**config.mk**
```make
export PLATFORM = sky130hd
export DESIGN_NAME = controller_fsm
export DESIGN_NICKNAME = d
export VERILOG_FILES = /design/src/rtl/controller_fsm.sv
export SDC_FILE = /design/constraint.sdc
export NUM_CORES = 1
export LEC_CHECK = 0
export ABC_AREA = 1
export BUFFER_PORTS_ARGS = -buffer_cell sky130_fd_sc_hd__buf_2
export CORE_UTILIZATION = 43
export DETAILED_ROUTE_END_ITERATION = 8
export PLACE_DENSITY = 0.95
export SYNTH_ARGS = -nofsm -noshare
export SYNTH_HDL_FRONTEND = slang
export SYNTH_SLANG_ARGS = --single-unit
```
**constraint.sdc**
```tcl
create_clock -name clk -period 2.15 [get_ports clk]
set_input_delay 0.3225 -clock clk [delete_from_list [all_inputs] [get_ports clk]]
set_output_delay 0.3225 -clock clk [all_outputs]
set_load 0.02 [all_outputs]
```
**src/rtl/controller_fsm.sv**
```systemverilog
// Multicycle CPU control unit: fetch/decode/execute sequencing with memory handshakes.
// Optional retired-instruction counter enabled by defining PERF_CNT_EN.
module controller_fsm (
   input  logic        clk,
   input  logic        reset,
   input  logic [3:0]  opcode,
   input  logic [3:0]  opext,
   input  logic        cond_true,
   input  logic        mem_ready,
   output logic        irwrite,
   output logic        pcen,
   output logic [1:0]  pcsrc,
   output logic        iord,
   output logic        memread,
   output logic        memwrite,
   output logic        regwrite,
   output logic        memtoreg,
   output logic        linkwrite,
   output logic        alusrcb,
   output logic [3:0]  state,
   output logic [15:0] instret
);

   typedef enum logic [3:0] {
      FETCH  = 4'd0,
      DECODE = 4'd1,
      EXEC   = 4'd2,
      ALUWB  = 4'd3,
      MEMRD  = 4'd4,
      MEMWB  = 4'd5,
      MEMWR  = 4'd6,
      JUMP   = 4'd7,
      BRANCH = 4'd8
   } state_t;

   state_t r_state;
   state_t w_next;

   logic w_isLoad;
   logic w_isStor;
   logic w_isJal;
   logic w_isJcond;
   logic w_isBcond;
   logic w_isCmp;
   logic w_immB;

   assign w_isLoad  = (opcode == 4'b0100) && (opext == 4'b0000);
   assign w_isStor  = (opcode == 4'b0100) && (opext == 4'b0100);
   assign w_isJal   = (opcode == 4'b0100) && (opext == 4'b1000);
   assign w_isJcond = (opcode == 4'b0100) && (opext == 4'b1100);
   assign w_isBcond = (opcode == 4'b1100);
   assign w_isCmp   = (opcode == 4'b1011) || ((opcode == 4'b0000) && (opext == 4'b1011));
   assign w_immB    = (opcode != 4'b0000);

   always_ff @(posedge clk or posedge reset) begin
      if (reset) r_state <= FETCH;
      else       r_state <= w_next;
   end

   // Outputs are held at zero for the whole of reset, even though the state is FETCH
   always_comb begin
      w_next    = FETCH;
      irwrite   = 1'b0;
      pcen      = 1'b0;
      pcsrc     = 2'b00;
      iord      = 1'b0;
      memread   = 1'b0;
      memwrite  = 1'b0;
      regwrite  = 1'b0;
      memtoreg  = 1'b0;
      linkwrite = 1'b0;
      alusrcb   = 1'b0;
      if (!reset) begin
         case (r_state)
            FETCH: begin
               memread = 1'b1;
               if (mem_ready) begin
                  irwrite = 1'b1;
                  pcen    = 1'b1;
                  w_next  = DECODE;
               end else begin
                  w_next  = FETCH;
               end
            end
            DECODE: begin
               if (w_isLoad)                  w_next = MEMRD;
               else if (w_isStor)             w_next = MEMWR;
               else if (w_isJal || w_isJcond) w_next = JUMP;
               else if (w_isBcond)            w_next = BRANCH;
               else                           w_next = EXEC;
            end
            EXEC: begin
               alusrcb = w_immB;
               w_next  = ALUWB;
            end
            ALUWB: begin
               alusrcb  = w_immB;
               regwrite = !w_isCmp;
            end
            MEMRD: begin
               memread = 1'b1;
               iord    = 1'b1;
               w_next  = mem_ready ? MEMWB : MEMRD;
            end
            MEMWB: begin
               regwrite = 1'b1;
               memtoreg = 1'b1;
            end
            MEMWR: begin
               memwrite = 1'b1;
               iord     = 1'b1;
               w_next   = mem_ready ? FETCH : MEMWR;
            end
            JUMP: begin
               if (w_isJal || cond_true) begin
                  pcen  = 1'b1;
                  pcsrc = 2'b10;
               end
               linkwrite = w_isJal;
               regwrite  = w_isJal;
            end
            BRANCH: begin
               if (cond_true) begin
                  pcen  = 1'b1;
                  pcsrc = 2'b01;
               end
            end
            default: w_next = FETCH;
         endcase
      end
   end

   assign state = r_state;

`ifdef PERF_CNT_EN
   logic [15:0] r_instret;

   // An instruction retires on every return to FETCH; wraps naturally at 16 bits
   always_ff @(posedge clk or posedge reset) begin
      if (reset)
         r_instret <= 16'd0;
      else if ((r_state != FETCH) && (w_next == FETCH))
         r_instret <= r_instret + 16'd1;
   end

   assign instret = r_instret;
`else
   assign instret = 16'd0;
`endif

endmodule
```
# --- Yosys cells after proc, flatten, opt, wreduce, memory -nomap -nowiden ---
# Index checks and enable logic that the tools add are counted.
word_totals:
  ff_bits: 4
  in_bits: 12
  out_inout_bits: 31
  wordCells: 66
classes:
  n_eq_ne: 15
  muxes: 34
  n_reduce_logical: 16
ops:
  columns: ["op", "n"]
  rows:
  - ["equality test 4 x 3 -> 1 bit, second input constant", 6]
  - ["equality test 4 bit, second input constant", 6]
  - ["two-way mux 1 bit", 22]
  - ["two-way mux 4 bit", 5]
  - ["case mux 4 bit (5 select lines)", 1]
  - ["zero test 4 bit", 3]
  - ["equality test 4 x 2 -> 1 bit, second input constant", 2]
  - ["case mux 1 bit (3 select lines)", 2]
  - ["OR reduction 2 bit", 3]
  - ["logical AND 1 bit", 5]
  - ["equality test 4 x 1 -> 1 bit, second input constant", 1]
  - ["two-way mux 2 bit", 2]
  - ["case mux 2 bit (2 select lines)", 1]
  - ["nonzero test 4 bit", 1]
  - ["logical OR 1 bit", 3]
  - ["two-way mux 3 bit", 1]
  - ["zero test 1 bit", 1]

# --- Depth between registers and ports, before layout ---
# Gate-level depths: netlist of run 1.
logic_depth:
  depth_word: 8
  ltp_mapped: 8

# --- Worst setup path before layout of run 1 ---
# Ideal clock, no wire load.
synth_path:
  kind: "reg-to-output"
  start: "register r_state[3] (netlist: state[3])"
  end: "output alusrcb"
  arrival_time_ns: 1.438
  required_time_ns: 1.827
  path_slack_ns: 0.390
  stages_incl_launch_ff: 4
  path_buffers: 0
  path_cell_list: "dfrtp_1 nor2_4 inv_1 nor4_1"
synth_via:
  elab_chain_len: 4
  word_cells_on_any_way: 5
synth_lines:
  columns: ["element", "line_no", "source"]
  rows:
  - ["from (decl)", "36", "state_t r_state;"]
  - ["from (signal assigned)", "57", "else r_state <= w_next;"]
  - ["equality test 4 x 2 -> 1 bit", "74", "case (r_state)"]
  - ["OR reduction 2 bit (no source line) (*)", null, null]
  - ["two-way mux 1 bit (*)", "74", null]
  - ["two-way mux 1 bit (*)", "73", "if (!reset) begin"]
  - ["to (decl)", "19", "output logic alusrcb,"]
# Every way passes the cells marked *; elsewhere a longest branch is shown, timed or not.

# --- Final worst setup path of run 1 ---
layout_path:
  start: "register r_state[3] (netlist: state[3])"
  end: "output regwrite"
layout_via:
  elab_chain_len: 3
  word_cells_on_any_way: 5
layout_lines:
  columns: ["element", "line_no", "source"]
  rows:
  - ["equality test 4 x 3 -> 1 bit or equality test 4 x 2 -> 1 bit (tied branches)", "74", null]
  - ["case mux 1 bit (3 select lines) (*)", "74", null]
  - ["two-way mux 1 bit (*)", "73", null]
  - ["to (decl)", "16", "output logic regwrite,"]
# Marked as above.

==> flow_metrics.env, run 1 <==
export IMPL_finalCriticalPeriod_ns=1.85
export IMPL_die_w_um=39.4
export IMPL_drc=0
export IMPL_dieArea_mm2=0.00155
export IMPL_max_freq_ghz=0.539
export IMPL_ys_warn_count=0
export IMPL_diodes=0
export IMPL_final_hold_viol_count=0
export IMPL_hpwl_um=1090
export IMPL_critPathLaunchType="flop"
export IMPL_ctsHoldBuffers=0
export IMPL_cts_tree="done"
export IMPL_finalMaxSlewViolations=0
export IMPL_vias=679
export IMPL_die_h_um=39.4
export IMPL_ys_types=16
export IMPL_hold_path_class="input pin to asynchronous set/reset pin"
export IMPL_coreArea_mm2=0.00130
export IMPL_route_detailed_wl_per_inst_um=8.53
export IMPL_synthCells=108
export IMPL_finalSetupTns_ns=0
export IMPL_place_congestion=0.852
export IMPL_start_util_pct=46.2
export IMPL_yosysTopAreaCellShare_pct=20.0
export IMPL_yosys_top_cells_area="buf_4 (20%), dfrtp_1 (17%), nand2_1 (14%), inv_1 (12%), nor2_1 (12%)"
export IMPL_rsz0062_at_grt="false"
export IMPL_synth_seq_cells=4
export IMPL_synth_top_family_by_area="simple AND/OR/NAND/NOR gates"
export IMPL_crit_type="flop to primary output"
export IMPL_clk_latency_ns=0.23
export IMPL_synth_seq_area_share_pct=16.6
export IMPL_reg2reg_depth=7
export IMPL_largest_reg_flops=4
export IMPL_setup_viol_count_final=0
export IMPL_grt_pass1_vias=542
export IMPL_post_cts_buffers=0
export IMPL_crit_path_max_fanout=6
export IMPL_finalNetCount=149
export IMPL_rows=13
export IMPL_reg2reg_from="state[3]"
export IMPL_arrival_ns=1.53
export IMPL_fin_util_pct=54.2
export IMPL_p_leak_nw=0.470
export IMPL_ios=43
export IMPL_worstPathRequired_ns=1.83
export IMPL_hold_ws_ns=0.119
export IMPL_cts_htree_levels=1
export IMPL_antenna_found_initial=0
export IMPL_cts_root_buffer="clkbuf_4"
export IMPL_clock_sinks=4
export IMPL_synth_mux_area_share_pct=0
export IMPL_synth_xor_area_share_pct=0
export IMPL_period_share_pct=86.3
export IMPL_clock_skew_ns=0.000515
export IMPL_netlist_area_um2=602
export IMPL_overflow=0
export IMPL_synth_compound_area_share_pct=2.49
export IMPL_ant_nets=0
export IMPL_port_buffers=26
export IMPL_cts_resized=0
export IMPL_power_density_mw_per_mm2=418
export IMPL_wl_um=1280
export IMPL_outcome="complete, no violations"
export IMPL_yosys_area_share_simple_pct=47.8
export IMPL_numCtsBuffers=3
export IMPL_cts_buffer_depth=2
export IMPL_grt_pass1_wl_um=2000
export IMPL_layout_commonest_cell="buf_2"
export IMPL_yosysTopAreaCell="buf_4"
export IMPL_drtIter0Drc=10
export IMPL_final_layout_size_suffix_gt1_share_pct=25.2
export IMPL_pre_cts_slack_ns=0.561
export IMPL_path_clk_slew_ns=0.04
export IMPL_syn2layout_area_growth_pct=17.3
export IMPL_grt_usage_pct=18.7
export IMPL_synth_area_per_cell_um2=5.57
export IMPL_drtPass1Iterations=4
export IMPL_final_cell_mix="buf_2 (26), nand2_1 (23), inv_1 (19), nor2_1 (19), conb_1 (16)"
export IMPL_synth_adder_area_share_pct=0
export IMPL_grt_max_degree=13
export IMPL_viasPerCell=4.53
export IMPL_maxCapViolCount=0
export IMPL_startpoint="state[3]"
export IMPL_layout_setup_ws_ns=0.295
export IMPL_end_kind="primary output"
export IMPL_ir_worst_vdd_mv=0.248
routing by layer:
| layer | vias up | global-route usage, % | part of all wire, % |
|---|---|---|---|
| met2 | 24 | 35.7 | 52 |
| met3 | 0 | 4.55 | 6.5 |
| li1 | 355 | - | - |
| met1 | 300 | 19.2 | 42 |
| met4 | 0 | 6.03 | 0 |
| met5 | - | 0 | 0 |
cells by family (layout without fill, tap and decap cells):
logic type	count (synthesis)	in the layout
other	1	16
AOI/OAI and AO/OA	3	3
and+or+nand+nor	64	64
buffers and inverters	36	48
DFF	4	4
synthesized netlist by cell type:
master     n
a21oi_1    3
buf_4     16
clkbuf_1   1
conb_1     1
dfrtp_1    4
inv_1     19
nand2_1   23
nand2_2    1
nand3_1    9
nand3_2    1
nand4_1    1
nor2_1    19
nor2_2     2
nor2_4     1
nor3_1     4
nor4_1     3
path summary, 6_finish.rpt:
check / endpoint / slack [ns]
max in group asynchronous: state[3] / 1.83
min in group clk: state[3] / 0.37
hold / removal: state[2] / 0.12
hold reg to reg: state[3] / 0.69
setup / recovery: regwrite / 0.30
setup reg to reg: state[0] / 0.99
metrics by stage:
stage / cell area, µm² / power (W) / std cells
after floorplan: 658 / 0.000193 / 123
after global placement: 683 / 0.000200 / 147
after detailed placement: 683 / 0.000203 / 147
after CTS: 706 / 0.000297 / 150
after global routing: 706 / 0.000317 / 150
final: 706 / 0.000295 / 150
worst max-delay path, stage by stage, from the launching register on:
cell	delay (ns)
dfrtp_1	0.45
inv_1	0.12
nand2_1	0.07
nor2_2	0.15
nand3_1	0.10
nor2_1	0.09
nand2_1	0.09
nand3_2	0.07
buf_2	0.16
area by class of cell:
cell class	count	area, µm²
Clock buffer	3	22.5
Tap cell	15	18.8
Inverter	19	71.3
Fill cell	147	596
Multi-Input combinational cell	83	363
Timing Repair Buffer	26	130
Sequential cell	4	100
power by group:
group | leakage (nW) | internal, W | switching (W)
clock | 0.0138 | 0.0000624 | 0.0000293
sequential | 0.0545 | 0.0000798 | 0.00000843
combinational | 0.402 | 0.0000315 | 0.0000835
total | 0.470 | 0.000174 | 0.000121
Note: power is estimated with default switching activity, not from simulation.
==> run 2, diff against run 1 <==
--- a/config.mk
+++ b/config.mk
@@ -7,9 +7,9 @@
 export LEC_CHECK = 0
 export ABC_AREA = 1
 export BUFFER_PORTS_ARGS = -buffer_cell sky130_fd_sc_hd__buf_2
-export CORE_UTILIZATION = 43
+export CORE_UTILIZATION = 40
 export DETAILED_ROUTE_END_ITERATION = 8
-export PLACE_DENSITY = 0.95
+export PLACE_DENSITY = 0.91
 export SYNTH_ARGS = -nofsm -noshare
 export SYNTH_HDL_FRONTEND = slang
 export SYNTH_SLANG_ARGS = --single-unit
==> constraint.sdc (replaced) <==
create_clock -name clk -period 1.9 [get_ports clk]
set_input_delay 0.285 -clock clk [delete_from_list [all_inputs] [get_ports clk]]
set_output_delay 0.285 -clock clk [all_outputs]
set_load 0.02 [all_outputs]
==> run 2 against run 1 <==
  * Cell count stayed put
  * Total power increased by 14%
  * Flip-flop and latch count stayed put
  * Sequential power is 13% higher
  * Critical endpoint is now pcen
  * Clock skew rose by 0.0040 ns
  * Final area rose by 0.89%
  * Die area rose by 7.1%
==> flow_metrics.env, run 2 (synthesis gave the netlist of run 1 again) <==
export IMPL_diodes=0
export IMPL_critPathLaunchType="flop"
export IMPL_clock_skew_ns=0.00452
export IMPL_ir_worst_vdd_mv=0.297
export IMPL_cts_buffer_depth=2
export IMPL_finalCriticalPeriod_ns=1.78
export IMPL_final_layout_size_suffix_gt1_share_pct=26.7
export IMPL_finalPower_w=0.000336
export IMPL_grt_pass1_vias=569
export IMPL_final_cell_mix="buf_2 (26), nand2_1 (23), nor2_1 (19)"
export IMPL_die_h_um=40.8
export IMPL_finalInstanceArea_um2=712
export IMPL_reg2reg_from="state[1]"
export IMPL_crit_slowest_cell="dfrtp_2"
export IMPL_numCtsBuffers=3
export IMPL_clock_sinks=4
export IMPL_sw_frac_of_total_pct=41.4
export IMPL_post_cts_buffers=0
export IMPL_cts_htree_levels=1
export IMPL_grt_pass1_wl_um=2160
export IMPL_final_hold_viol_count=0
export IMPL_ctsHoldBuffers=0
export IMPL_dp_cells=147
export IMPL_finalSetupTns_ns=0
export IMPL_outcome="complete, no violations"
export IMPL_place_congestion=0.898
export IMPL_setup_viol_count_final=0
export IMPL_layout_commonest_cell="buf_2"
export IMPL_arrival_ns=1.49
export IMPL_finalMaxSlewViolations=0
export IMPL_coreArea_mm2=0.00135
export IMPL_worstPathRequired_ns=1.62
export IMPL_switchingPower_w=0.000139
export IMPL_clk_latency_ns=0.24
export IMPL_vias=681
export IMPL_path_clk_slew_ns=0.04
export IMPL_grt_usage_pct=19.9
export IMPL_p_int_w=0.000197
export IMPL_grt_max_degree=13
export IMPL_period_share_pct=93.6
export IMPL_largest_reg_flops=4
export IMPL_syn2layout_area_growth_pct=18.3
export IMPL_clockPowerShare_pct=31.3
export IMPL_fin_util_pct=52.7
export IMPL_crit_type="flop to primary output"
export IMPL_rows=13
export IMPL_path_cells="inv_2, nand2_1, nor2_4, nand3_1, nand3_1, nand2_1, inv_1, buf_2"
export IMPL_maxCapViolCount=0
export IMPL_hpwl_um=1110
export IMPL_end_kind="primary output"
export IMPL_seqPwrFrac_pct=29.8
export IMPL_max_freq_ghz=0.562
export IMPL_reg2reg_slack_ns=0.74
export IMPL_placed_cell_area_um2=683
export IMPL_drtPass1Iterations=4
export IMPL_drtIter0Drc=6
export IMPL_final_cells=150
export IMPL_route_detailed_wl_per_inst_um=8.82
export IMPL_die_w_um=40.8
export IMPL_finalNetCount=149
export IMPL_port_buffers=26
export IMPL_cts_tree="done"
export IMPL_crit_path_max_fanout=6
export IMPL_wl_um=1320
export IMPL_power_density_mw_per_mm2=472
export IMPL_cts_root_buffer="clkbuf_4"
export IMPL_overflow=0
export IMPL_p_comb_share_pct=38.9
export IMPL_antenna_found_initial=0
export IMPL_drc=0
export IMPL_ant_nets=0
export IMPL_start_util_pct=44.6
export IMPL_r2r_end="state[1]"
export IMPL_viasPerCell=4.54
export IMPL_hold_path_class="input pin to asynchronous set/reset pin"
export IMPL_ios=43
export IMPL_critPathMaxStageDelay_ns=0.46
export IMPL_reg2reg_depth=7
export IMPL_p_leak_nw=0.469
export IMPL_dieArea_mm2=0.00166
export IMPL_cts_resized=0
==> run 2: cell count changes in the layout (fill, tap and decap cells not counted) <==
| cell | previous run | this run |
|---|---|---|
| dfrtp_1 | 4 | 3 |
| dfrtp_2 | 0 | 1 |
| inv_1 | 19 | 18 |
| inv_2 | 0 | 1 |
| nor2_2 | 2 | 1 |
| nor2_4 | 1 | 2 |
==> run 2: through the flow <==
step / hold WS, ns / setup slack (ns)
2_1_floorplan: 0.0844 / 0.177
3_3_place_gp: 0.322 / 0.376
3_5_place_dp: 0.326 / 0.317
4_1_cts: 0.0694 / 0.0482
5_1_grt: 0.0970 / -0.000900
6_report: 0.0755 / 0.122
==> run 2: final cells by class <==
cell class,count,area (µm²)
fillers,157,638
well taps,15,18.8
multi-input cells,83,368
clock buffers,3,22.5
flip-flops and latches,4,101
inverters,19,71.3
repair buffers,26,130
==> run 2: worst max-delay path: cells and delay by family (launching register included) <==
kind / cells / cell delay [ns]
buf+inv: 3 / 0.29
simple gates: 5 / 0.52
flops: 1 / 0.46
==> run 2: power groups by stage <==
stage	combinational (W)	sequential (W)	clock, W
finish	0.000131	0.0000999	0.000105
global route	0.000148	0.000101	0.000118
detailed placement	0.000130	0.000101	0
CTS	0.000131	0.0000997	0.000112
floorplan	0.000113	0.000105	0
global placement	0.000127	0.000101	0
==> run 2: worst max path at each step <==
stage / endpoint / slack, ns / start / depth (start not counted)
floorplan: alusrcb / 0.18 / state[3] / 3
global placement: regwrite / 0.38 / state[3] / 8
detailed placement: pcen / 0.32 / state[3] / 8
CTS: pcen / 0.05 / state[3] / 8
global route: pcen / -0.0009 / state[0] / 7
finish: pcen / 0.12 / state[3] / 8
==> run 2: routing by layer <==
metal	track usage, %	vias up	routed length, µm
li1	-	352	-
met1	21.2	298	556
met2	36.7	29	682
met3	3.26	2	65
met4	10.0	0	18
met5	0	-	0
